**src/rtl/execute_mcycle_seq_if.sv**
```systemverilog
// execute_mcycle_seq_if
// Bundles the execute-stage issue request, the per-unit start/abort/result
// handshake and the writeback/error outputs of the multi-cycle sequencer.
//   master : execute pipeline plus functional units (drives issue and unit results)
//   slave  : the sequencer (drives enables, kills, stall, writeback and errors)
interface execute_mcycle_seq_if #(
  parameter int NUNITS = 4,
  parameter int XLEN   = 32
);
  logic                   issue_valid;
  logic [2:0]             issue_unit;
  logic [4:0]             issue_waddr;
  logic                   clear;
  logic                   hold;
  logic [NUNITS-1:0]      unit_enable;
  logic [NUNITS-1:0]      unit_kill;
  logic [NUNITS-1:0]      unit_ready;
  logic [NUNITS*XLEN-1:0] unit_result;
  logic                   stall;
  logic                   wb_wren;
  logic [4:0]             wb_waddr;
  logic [XLEN-1:0]        wb_wdata;
  logic                   err_timeout;
  logic                   err_unit;

  modport master (
    output issue_valid, issue_unit, issue_waddr, clear, hold, unit_ready, unit_result,
    input  unit_enable, unit_kill, stall, wb_wren, wb_waddr, wb_wdata, err_timeout, err_unit
  );

  modport slave (
    input  issue_valid, issue_unit, issue_waddr, clear, hold, unit_ready, unit_result,
    output unit_enable, unit_kill, stall, wb_wren, wb_waddr, wb_wdata, err_timeout, err_unit
  );
endinterface

```
**src/rtl/execute_mcycle_seq.sv**
```systemverilog
// execute_mcycle_seq
// Sequences one multi-cycle functional-unit operation at a time for the
// execute stage: starts the selected unit, stalls the pipeline until the unit
// reports ready, then writes its result back in the same cycle. A flush or a
// timeout aborts the operation with a kill pulse to the unit.
// Ports:
//   clk  - sole clock, rising edge
//   rst  - synchronous active-high reset
//   bus  - execute_mcycle_seq_if.slave: issue request, unit handshake,
//          stall, writeback and single-cycle error pulses
// Issue, stall and writeback are decided combinationally from the current
// state so a completing op costs no extra cycle.
module execute_mcycle_seq #(
  parameter int NUNITS  = 4,
  parameter int XLEN    = 32,
  parameter int TIMEOUT = 64
) (
  input  logic                 clk,
  input  logic                 rst,
  execute_mcycle_seq_if.slave  bus
);

  typedef enum logic {IDLE, BUSY} state_t;

  state_t      state;
  logic [2:0]  sel_unit;
  logic [4:0]  sel_waddr;
  logic [15:0] cnt;

  logic            unit_legal;
  logic            do_issue;
  logic            busy_live;
  logic            sel_ready;
  logic [XLEN-1:0] sel_data;
  logic            do_done;
  logic            do_flush;
  logic            do_timeout;
  logic            at_limit;

  logic [NUNITS-1:0] enable_vec;
  logic [NUNITS-1:0] kill_vec;

  // Every decision is qualified with !rst so outputs read zero while reset is
  // held, even if the registered state still says BUSY.
  always_comb begin
    unit_legal = int'(bus.issue_unit) < NUNITS;
    do_issue   = !rst && (state == IDLE) && bus.issue_valid && !bus.clear
                 && !bus.hold && unit_legal;
    busy_live  = !rst && (state == BUSY);
    at_limit   = (cnt == 16'(TIMEOUT));

    // Only the latched unit's ready/result matter; all others are ignored.
    sel_ready = 1'b0;
    sel_data  = '0;
    for (int i = 0; i < NUNITS; i++) begin
      if (int'(sel_unit) == i) begin
        sel_ready = bus.unit_ready[i];
        sel_data  = bus.unit_result[i*XLEN +: XLEN];
      end
    end

    // Flush outranks both completion and timeout.
    do_flush   = busy_live && bus.clear;
    do_done    = busy_live && !bus.clear && sel_ready;
    do_timeout = busy_live && !bus.clear && !sel_ready && at_limit;

    enable_vec = '0;
    kill_vec   = '0;
    for (int i = 0; i < NUNITS; i++) begin
      enable_vec[i] = do_issue && (int'(bus.issue_unit) == i);
      kill_vec[i]   = (do_flush || do_timeout) && (int'(sel_unit) == i);
    end
  end

  always_comb begin
    bus.unit_enable = enable_vec;
    bus.unit_kill   = kill_vec;
    bus.stall       = do_issue || (busy_live && !bus.clear && !sel_ready && !at_limit);
    // Register x0 is never written: a completion to address 0 just releases the stall.
    bus.wb_wren     = do_done && (sel_waddr != 5'd0);
    bus.wb_waddr    = (do_done && (sel_waddr != 5'd0)) ? sel_waddr : 5'd0;
    bus.wb_wdata    = (do_done && (sel_waddr != 5'd0)) ? sel_data : '0;
    bus.err_timeout = do_timeout;
    bus.err_unit    = !rst && (state == IDLE) && bus.issue_valid && !bus.clear && !unit_legal;
  end

  always_ff @(posedge clk) begin
    if (rst) begin
      state     <= IDLE;
      cnt       <= 16'd0;
      sel_unit  <= 3'd0;
      sel_waddr <= 5'd0;
    end else begin
      case (state)
        IDLE: begin
          if (do_issue) begin
            state     <= BUSY;
            sel_unit  <= bus.issue_unit;
            sel_waddr <= bus.issue_waddr;
            cnt       <= 16'd1;
          end
        end
        BUSY: begin
          if (do_flush || do_done || do_timeout) begin
            state <= IDLE;
          end else begin
            cnt <= cnt + 16'd1;
          end
        end
        default: state <= IDLE;
      endcase
    end
  end

endmodule

```
**src/flat_wrapper.sv**
```systemverilog
// flat-port wrapper written by rule: the top's interface ports become plain ports
module execute_mcycle_seq_flat 
#(
  parameter int NUNITS  = 4,
  parameter int XLEN    = 32,
  parameter int TIMEOUT = 64
)
  (clk, rst, bus_issue_valid, bus_issue_unit, bus_issue_waddr, bus_clear, bus_hold, bus_unit_ready, bus_unit_result, bus_unit_enable, bus_unit_kill, bus_stall, bus_wb_wren, bus_wb_waddr, bus_wb_wdata, bus_err_timeout, bus_err_unit);
  execute_mcycle_seq_if #(.NUNITS(NUNITS), .XLEN(XLEN)) bus_i ();
  input  logic clk;
  input  logic rst;
  input wire logic [$bits(bus_i.issue_valid)-1:0] bus_issue_valid;
  input wire logic [$bits(bus_i.issue_unit)-1:0] bus_issue_unit;
  input wire logic [$bits(bus_i.issue_waddr)-1:0] bus_issue_waddr;
  input wire logic [$bits(bus_i.clear)-1:0] bus_clear;
  input wire logic [$bits(bus_i.hold)-1:0] bus_hold;
  input wire logic [$bits(bus_i.unit_ready)-1:0] bus_unit_ready;
  input wire logic [$bits(bus_i.unit_result)-1:0] bus_unit_result;
  output wire logic [$bits(bus_i.unit_enable)-1:0] bus_unit_enable;
  output wire logic [$bits(bus_i.unit_kill)-1:0] bus_unit_kill;
  output wire logic [$bits(bus_i.stall)-1:0] bus_stall;
  output wire logic [$bits(bus_i.wb_wren)-1:0] bus_wb_wren;
  output wire logic [$bits(bus_i.wb_waddr)-1:0] bus_wb_waddr;
  output wire logic [$bits(bus_i.wb_wdata)-1:0] bus_wb_wdata;
  output wire logic [$bits(bus_i.err_timeout)-1:0] bus_err_timeout;
  output wire logic [$bits(bus_i.err_unit)-1:0] bus_err_unit;
  assign bus_i.issue_valid = bus_issue_valid;
  assign bus_i.issue_unit = bus_issue_unit;
  assign bus_i.issue_waddr = bus_issue_waddr;
  assign bus_i.clear = bus_clear;
  assign bus_i.hold = bus_hold;
  assign bus_i.unit_ready = bus_unit_ready;
  assign bus_i.unit_result = bus_unit_result;
  assign bus_unit_enable = bus_i.unit_enable;
  assign bus_unit_kill = bus_i.unit_kill;
  assign bus_stall = bus_i.stall;
  assign bus_wb_wren = bus_i.wb_wren;
  assign bus_wb_waddr = bus_i.wb_waddr;
  assign bus_wb_wdata = bus_i.wb_wdata;
  assign bus_err_timeout = bus_i.err_timeout;
  assign bus_err_unit = bus_i.err_unit;
  execute_mcycle_seq #(.NUNITS(NUNITS), .XLEN(XLEN), .TIMEOUT(TIMEOUT)) u_core (.clk(clk), .rst(rst), .bus(bus_i));
endmodule
```
**config.mk**
```make
export PLATFORM = sky130hd
export DESIGN_NAME = execute_mcycle_seq_flat
export DESIGN_NICKNAME = d
export VERILOG_FILES = /design/src/rtl/execute_mcycle_seq_if.sv /design/src/rtl/execute_mcycle_seq.sv /design/src/flat_wrapper.sv
export SDC_FILE = /design/constraint.sdc
export NUM_CORES = 1
export LEC_CHECK = 0
export ABC_AREA = 1
export BUFFER_PORTS_ARGS = -buffer_cell sky130_fd_sc_hd__buf_2
export CAP_MARGIN = 20
export CORE_ASPECT_RATIO = 1.2
export CORE_MARGIN = 2
export CORE_UTILIZATION = 45
export CTS_BUF_LIST = sky130_fd_sc_hd__clkbuf_8
export DETAILED_ROUTE_END_ITERATION = 16
export GPL_TIMING_DRIVEN = 0
export PLACE_DENSITY = 0.89
export SLEW_MARGIN = 10
export SYNTH_ARGS = -nofsm -noshare
export SYNTH_HDL_FRONTEND = slang
export SYNTH_SLANG_ARGS = --single-unit
```
**constraint.sdc**
```tcl
create_clock -name clk -period 3.6 [get_ports clk]
set_input_delay 1.08 -clock clk [delete_from_list [all_inputs] [get_ports clk]]
set_output_delay 1.08 -clock clk [all_outputs]
set_load 0.005 [all_outputs]
```
==> flow_metrics.py, run 1 <==
metrics = {
    "sta": {
        "finClkSkew_ps": 3.69,
        "fmax_mhz": 285,
        "hold_ws_ps": 472,
        "fin_crit_ps": 3510,
        "setup_violations": 0,
        "final_hold_viol_count": 0,
        "relSlewSlack": 0.718,
        "drv_slew": 0,
        "fin_ws_ps": 93.5,
        "tns_ps": 0,
        "worstMarginPinSlew_ps": 422,
        "period_share": 0.974,
    },
    "die": {
        "die_h_um": 85.9,
        "num_rows": 29,
        "start_util": 0.471,
        "fp.dieW_um": 72.2,
        "dieArea_mm2": 0.00620,
        "core_area_mm2": 0.00533,
        "pin_count": 194,
    },
    "power_and_ir_drop": {
        "p_leak_nw": 1.97,
        "swShare": 0.280,
        "p_seq_frac": 0.460,
        "pwr-share-clk": 0.280,
        "internal_power_mw": 0.439,
        "p_sw_mw": 0.171,
        "ir_drop_mv": 0.300,
        "power_density_mw_per_mm2": 167,
        "pwr-share-comb": 0.260,
    },
    "cts": {
        "htree_levels": 1,
        "cts_hold_buffers": 0,
        "clkTransAtPathRegs_ps": 80,
        "clock_latency_ps": 280,
        "cts_max_path_buffers": 2,
        "root_buffer": "clkbuf_8",
        "cts_tree": "built",
        "cts_inserted_buffers": 3,
        "cts_sinks": 25,
    },
    "global_routing": {
        "grt_start_max_net_pins": 14,
        "grt_overflow": 0,
        "grt_pass1_wl_mm": 15.9,
        "grt_pass1_vias": 3490,
        "antenna_found_initial": 4,
        "grt_usage": 0.320,
    },
    "detailed_routing": {
        "drt_first_pass_iters": 6,
        "detail-route-antenna-nets": 0,
        "drt-initial-drc-count": 236,
        "drc": 0,
        "routedWlPerCell_um": 14.8,
        "routed_wl_mm": 10.5,
        "vias": 3792,
        "via_per_inst": 5.35,
    },
    "place": {
        "place.gp.congestion": 0.976,
        "place_area_mm2": 0.00356,
        "io_buffer_count": 193,
        "place_ws_ps": -61.1,
        "hpwl_mm": 8.36,
    },
    "run_status": {
        "status": "completed",
    },
    "synthesis": {
        "syn_inst": 447,
        "yosysSeqAreaShare": 0.199,
        "synth_fp_nets": 594,
        "synth.area.top_cells": "dfxtp_1, o21ai_0, nand2_1",
        "synth_edf_count": 0,
        "netlist-cell-type-count": 30,
        "ys_ff_latch": 25,
        "synth_ff_type": "dfxtp_1",
        "avgSynthCellArea_um2": 5.62,
        "synthTopCellsByCount": "o21ai_0, nand2_1, inv_1",
        "yosysMostFrequentCell": "o21ai_0",
        "post-synth-top-area-cell": "dfxtp_1",
        "synth_top_area_share": 0.199,
        "synth-async-reset-ratio": 0,
        "yosysWarningCount": 0,
        "synthesis.area_mm2": 0.00251,
    },
    "final_layout": {
        "syn_to_final_growth_pct": 45.6,
        "drive_gt1_frac": 0.358,
        "postLayoutCellArea_mm2": 0.00366,
        "n_fill_cell": 480,
        "final_nets": 793,
    },
    "critical_path": {
        "cp-start-kind": "primary input",
        "cp_num_buf_inv": 4,
        "cp.arrival_ps": 2430,
        "crit_family": "buffers and inverters",
        "crit_type": "in -> out",
        "crit_chain": "buf_4, nor3_4, nand3_2, a31o_1, buf_6, buf_6, a21oi_1, buf_2",
        "slowest_stage": "nor3_4",
        "crit_path_max_incr_delay_ps": 230,
        "path_max_fanout": 10,
        "crit_path_end_kind": "primary output",
        "worstPathRequired_ps": 2520,
        "crit_top_cell": "buf_6",
    },
    "job": {
        "max_cap_viol_count": 0,
    },
    "min_path": {
        "hp-class": "reg -> reg",
    },
}
==> registers in the layout, summed over array words and instances, names as in the netlist <==
| name | flops |
|---|---|
| u_core.sel_waddr | 5 |
| u_core.sel_unit | 3 |
| u_core.cnt | 16 |
| u_core.state | 1 |
==> final timing paths <==
| path | from | endpoint | slack, ps | cells past startpoint |
|---|---|---|---|---|
| setup / recovery | rst | bus_wb_wdata[15] | 90 | 8 |
| hold / removal | u_core.cnt[13]$_SDFFE_PP0P_ | u_core.cnt[13]$_SDFFE_PP0P_ | 470 | 2 |
| setup reg to reg | u_core.cnt[0]$_SDFFE_PP0P_ | u_core.cnt[14]$_SDFFE_PP0P_ | 1690 | 13 |
| hold reg to reg | u_core.cnt[13]$_SDFFE_PP0P_ | u_core.cnt[13]$_SDFFE_PP0P_ | 470 | 2 |
==> logic make-up after synthesis <==
| logic type | Yosys count | synth area share |
|---|---|---|
| simple gates | 169 | 0.295 |
| compound gates | 156 | 0.331 |
| buf+inv | 93 | 0.158 |
| flops | 25 | 0.199 |
| xor+xnor | 2 | 0.00697 |
| fa+ha+maj | 2 | 0.00996 |
==> routing by layer <==
layer / share of wire / routed length (um) / track usage
met5: 0.00095 / 10 / 0
met2: 0.48 / 5050 / 0.547
met4: 0.028 / 298 / 0.132
met1: 0.37 / 3900 / 0.361
met3: 0.12 / 1250 / 0.106
==> tightest hold or removal path, stage by stage, from the launching register on <==
cell and delay, ps:
dfxtp_1 330, nand2_1 60, nand2_1 40
==> stage by stage <==
step           cells  utilization  power [mW]
3_3_place_gp     702        0.667       0.435
4_1_cts          706        0.677       0.605
6_report         709        0.686       0.610
2_1_floorplan    447            -       0.346
5_1_grt          708        0.685       0.639
3_5_place_dp     702        0.667       0.439
==> cell type report <==
class | instances | area, um2 | area share
multi-input combinational | 329 | 1650 | 0.451
timing repair buffer | 194 | 976 | 0.267
sequential | 25 | 500 | 0.137
inverter | 69 | 259 | 0.0708
buffer | 24 | 145 | 0.0397
tap | 62 | 77.6 | 0.0212
clock buffer | 3 | 41.3 | 0.0113
antenna | 2 | 5.00 | 0.00137
clock inverter | 1 | 3.75 | 0.00103
==> timing repair <==
action	in CTS	in global routing
endpoints found under the setup margin	9	17
buffers inserted	0	1
resized for setup	2	12
pin swaps	0	2
==> power groups by stage <==
stage	Sequential [mW]	Combinational (mW)	Clock, mW
floorplan	0.286	0.0598	0
global placement	0.287	0.148	0
detailed placement	0.287	0.152	0
CTS	0.280	0.154	0.170
global route	0.281	0.179	0.179
finish	0.280	0.159	0.171
==> cells in the final DEF, fill, tap and decap left out <==
cell type | Yosys | routed
a211oi_1 | 5 | 5
inv_2 | 5 | 5
o21ai_0 | 91 | 91
dfxtp_1 | 25 | 25
or2_2 | 1 | 1
clkbuf_2 | 0 | 1
o21a_1 | 1 | 1
nand2_2 | 1 | 1
buf_2 | 5 | 196
buf_6 | 5 | 6
clkbuf_1 | 13 | 12
a21oi_1 | 48 | 45
o21ai_1 | 1 | 1
inv_1 | 64 | 65
a31o_1 | 1 | 1
nand3_2 | 2 | 3
nor3_4 | 0 | 2
o311ai_0 | 1 | 1
nor2_1 | 32 | 32
buf_4 | 1 | 3
ha_1 | 2 | 2
nand4_1 | 6 | 6
o21ai_2 | 1 | 1
xor2_1 | 2 | 2
nor2_4 | 2 | 2
nor2_2 | 2 | 2
o21bai_2 | 2 | 2
nor3_1 | 14 | 13
a21oi_2 | 0 | 3
nand2_1 | 84 | 84
diode_2 | 0 | 2
o211ai_1 | 5 | 5
clkbuf_8 | 0 | 3
nand3_1 | 24 | 23
(Power assumes the default switching activity.)
==> run 2: changes to the inputs <==
--- a/config.mk
+++ b/config.mk
@@ -5,12 +5,11 @@
 export SDC_FILE = /design/constraint.sdc
 export NUM_CORES = 1
 export LEC_CHECK = 0
-export ABC_AREA = 1
 export BUFFER_PORTS_ARGS = -buffer_cell sky130_fd_sc_hd__buf_2
 export CAP_MARGIN = 20
 export CORE_ASPECT_RATIO = 1.2
 export CORE_MARGIN = 2
-export CORE_UTILIZATION = 45
+export CORE_UTILIZATION = 44
 export CTS_BUF_LIST = sky130_fd_sc_hd__clkbuf_8
 export DETAILED_ROUTE_END_ITERATION = 16
 export GPL_TIMING_DRIVEN = 0
==> run 2 against run 1 <==
Against the previous run:
- count of clock-buffer cells in the layout stayed put
- sequential share of layout area down 0.22 points
- global-route usage is 0.22 points lower
- flip-flop and latch count is the same
- first-iteration DRC count down 0.42%
- non-clock buffer count increased by 3
- register-to-register slack lost 400 ps
- sequential power is essentially flat
- final area is 1.6% higher
- largest cell class unchanged
- largest power group unchanged
==> flow_metrics.py, run 2 <==
metrics = {
    "critical_path": {
        "worstPathRequired_ps": 2520,
        "crit_type": "in -> out",
        "crit_path_end_kind": "primary output",
        "cp-start-kind": "primary input",
        "crit_start": "bus_unit_ready[0]",
        "path_max_fanout": 10,
        "timing.rr.start": "u_core.cnt[0]$_SDFFE_PP0P_",
        "cp.arrival_ps": 2480,
    },
    "sta": {
        "fin_crit_ps": 3560,
        "rsz0062_at_grt": "true",
        "fmax_mhz": 281,
        "drv_slew": 0,
        "setup_violations": 0,
        "fin_ws_ps": 42.2,
        "tns_ps": 0,
        "final_hold_viol_count": 0,
        "finClkSkew_ps": 2.58,
        "worstMarginPinSlew_ps": 608,
        "relSlewSlack": 0.592,
        "hold_ws_ps": 474,
        "period_share": 0.988,
    },
    "synthesis": {
        "ys_ff_latch": 25,
        "synth_edf_count": 0,
        "synth_top_area_share": 0.225,
        "netlist-cell-type-count": 47,
        "synth-xor-area-share": 0.00365,
        "syn_inst": 273,
        "yosysWarningCount": 0,
        "yosysMostFrequentCell": "nor2b_1",
        "synth.area.top_cells": "mux4_2, dfxtp_1, nor2b_1",
        "avgSynthCellArea_um2": 8.80,
        "synth_simple_gate_area_frac": 0.286,
        "synth_fp_nets": 420,
        "synth_ff_type": "dfxtp_1",
        "synth-compound-area-share": 0.197,
        "synth_top_family_by_area": "simple AND/OR/NAND/NOR gates",
        "synth_adder_area_share": 0.0104,
        "post-synth-top-area-cell": "mux4_2",
        "yosysSeqAreaShare": 0.208,
        "synth-async-reset-ratio": 0,
        "synthMuxAreaShare": 0.236,
        "synthTopCellsByCount": "nor2b_1, dfxtp_1, mux4_2",
        "synthesis.area_mm2": 0.00240,
    },
    "detailed_routing": {
        "drc": 0,
        "routed_wl_mm": 10.2,
        "via_per_inst": 5.87,
        "drt-initial-drc-count": 235,
        "routedWlPerCell_um": 18.9,
        "vias": 3166,
        "detail-route-antenna-nets": 0,
        "drt_first_pass_iters": 5,
    },
    "final_layout": {
        "drive_gt1_frac": 0.548,
        "postLayoutCellArea_mm2": 0.00372,
        "n_fill_cell": 428,
        "reg_top3": "u_core.cnt (16), u_core.sel_waddr (5), u_core.sel_unit (3)",
        "most-common-layout-cells": "buf_2, nor2b_1, dfxtp_1",
        "final_common_cell": "buf_2",
        "syn_to_final_growth_pct": 54.7,
        "top_register": "u_core.cnt",
        "largest_reg_flops": 16,
        "final_nets": 624,
    },
    "global_routing": {
        "grt_pass1_wl_mm": 15.1,
        "antenna_found_initial": 1,
        "grt_pass1_vias": 3027,
        "grt_usage": 0.318,
        "grt_overflow": 0,
        "grt_start_max_net_pins": 15,
    },
    "cts": {
        "clock_latency_ps": 270,
        "cts_inserted_buffers": 3,
        "cts_tree": "built",
        "clkTransAtPathRegs_ps": 90,
        "cts_sinks": 25,
        "root_buffer": "clkbuf_8",
        "htree_levels": 1,
        "cts_max_path_buffers": 2,
    },
    "die": {
        "pin_count": 194,
        "num_rows": 29,
        "core_area_mm2": 0.00526,
        "fp.dieW_um": 71.5,
        "dieArea_mm2": 0.00607,
        "start_util": 0.457,
        "die_h_um": 84.9,
    },
    "power_and_ir_drop": {
        "ir_drop_mv": 0.211,
        "p_leak_nw": 1.74,
        "power_density_mw_per_mm2": 167,
    },
    "place": {
        "io_buffer_count": 193,
        "hpwl_mm": 8.29,
        "place_ws_ps": -418,
        "place_area_mm2": 0.00345,
        "place.gp.congestion": 0.958,
    },
    "job": {
        "max_cap_viol_count": 0,
    },
    "run_status": {
        "status": "completed",
    },
    "min_path": {
        "hp-class": "reg -> reg",
        "worstHoldStart": "u_core.sel_waddr[4]$_SDFFE_PP0P_",
    },
}
==> run 2: changes by cell type in the layout (fill, tap and decap cells not counted), sizes merged, moves of 7 or more <==
cell	change
nand3	-18
o21ai	-79
nand2	-62
mux4	+24
inv	-62
nor2b	+33
a211oi	+11
nor2	-24
nor3b	+7
a21oi	-36
o22ai	+8
buf	+7
nor3	-9
==> run 2: timing repair <==
action / CTS / global route
pin swaps: 4 / 7
hold buffers: 0 / 0
endpoints found under the setup margin: 36 / 19
resized for setup: 19 / 17
gates cloned: 0 / 1
setup buffers: 6 / 1
==> run 2: cells by family after synthesis <==
| group | Yosys count |
|---|---|
| AND/OR/NAND/NOR | 121 |
| AO/OA/AOI/OAI | 68 |
| flip-flops | 25 |
| multiplexers | 26 |
| XOR/XNOR | 1 |
| adder cells (fa/ha/maj) | 2 |
| buffers and inverters | 30 |
==> run 2: path summary, 6_finish.rpt <==
check | to | slack (ps) | depth (start not counted)
max | bus_wb_wdata[8] | 40 | 8
min | u_core.sel_waddr[4]$_SDFFE_PP0P_ | 470 | 2
max reg2reg | u_core.cnt[0]$_SDFFE_PP0P_ | 1290 | 7
min reg2reg | u_core.sel_waddr[4]$_SDFFE_PP0P_ | 470 | 2
==> run 2: critical path, stage by stage <==
cell and delay, ps:
buf_6 70, mux2_4 160, a22o_1 160, nor3b_4 260, o21ai_4 160, clkbuf_8 190
nor2b_1 230, buf_2 160
==> run 2: per-layer routing <==
| layer | track usage | wire [um] |
|---|---|---|
| met5 | 0 | 0 |
| met4 | 0.0926 | 308 |
| met3 | 0.0689 | 1150 |
| met2 | 0.537 | 4950 |
| met1 | 0.407 | 3780 |
==> run 2: per-stage QoR <==
stage,utilization,std cells,power (mW)
floorplan,-,273,0.352
CTS,0.686,536,0.614
finish,0.707,539,0.622
global route,0.707,539,0.645
global placement,0.655,528,0.442
detailed placement,0.655,528,0.445
==> run 2: where the power goes <==
group	switching (mW)	internal (mW)
clock network	0.0902	0.0776
registers	0.00199	0.278
logic	0.0657	0.109
total	0.158	0.464
==> run 2: layout make-up <==
class,count,area (um2),area share
Sequential cell,25,500,0.135
Timing Repair Buffer,201,1070,0.288
Buffer,20,138,0.0370
Clock buffer,3,41.3,0.0111
Antenna cell,1,2.50,0.000673
Inverter,8,30.0,0.00808
Multi-Input combinational cell,218,1850,0.498
Clock inverter,1,5.00,0.00135
Tap cell,62,77.6,0.0209
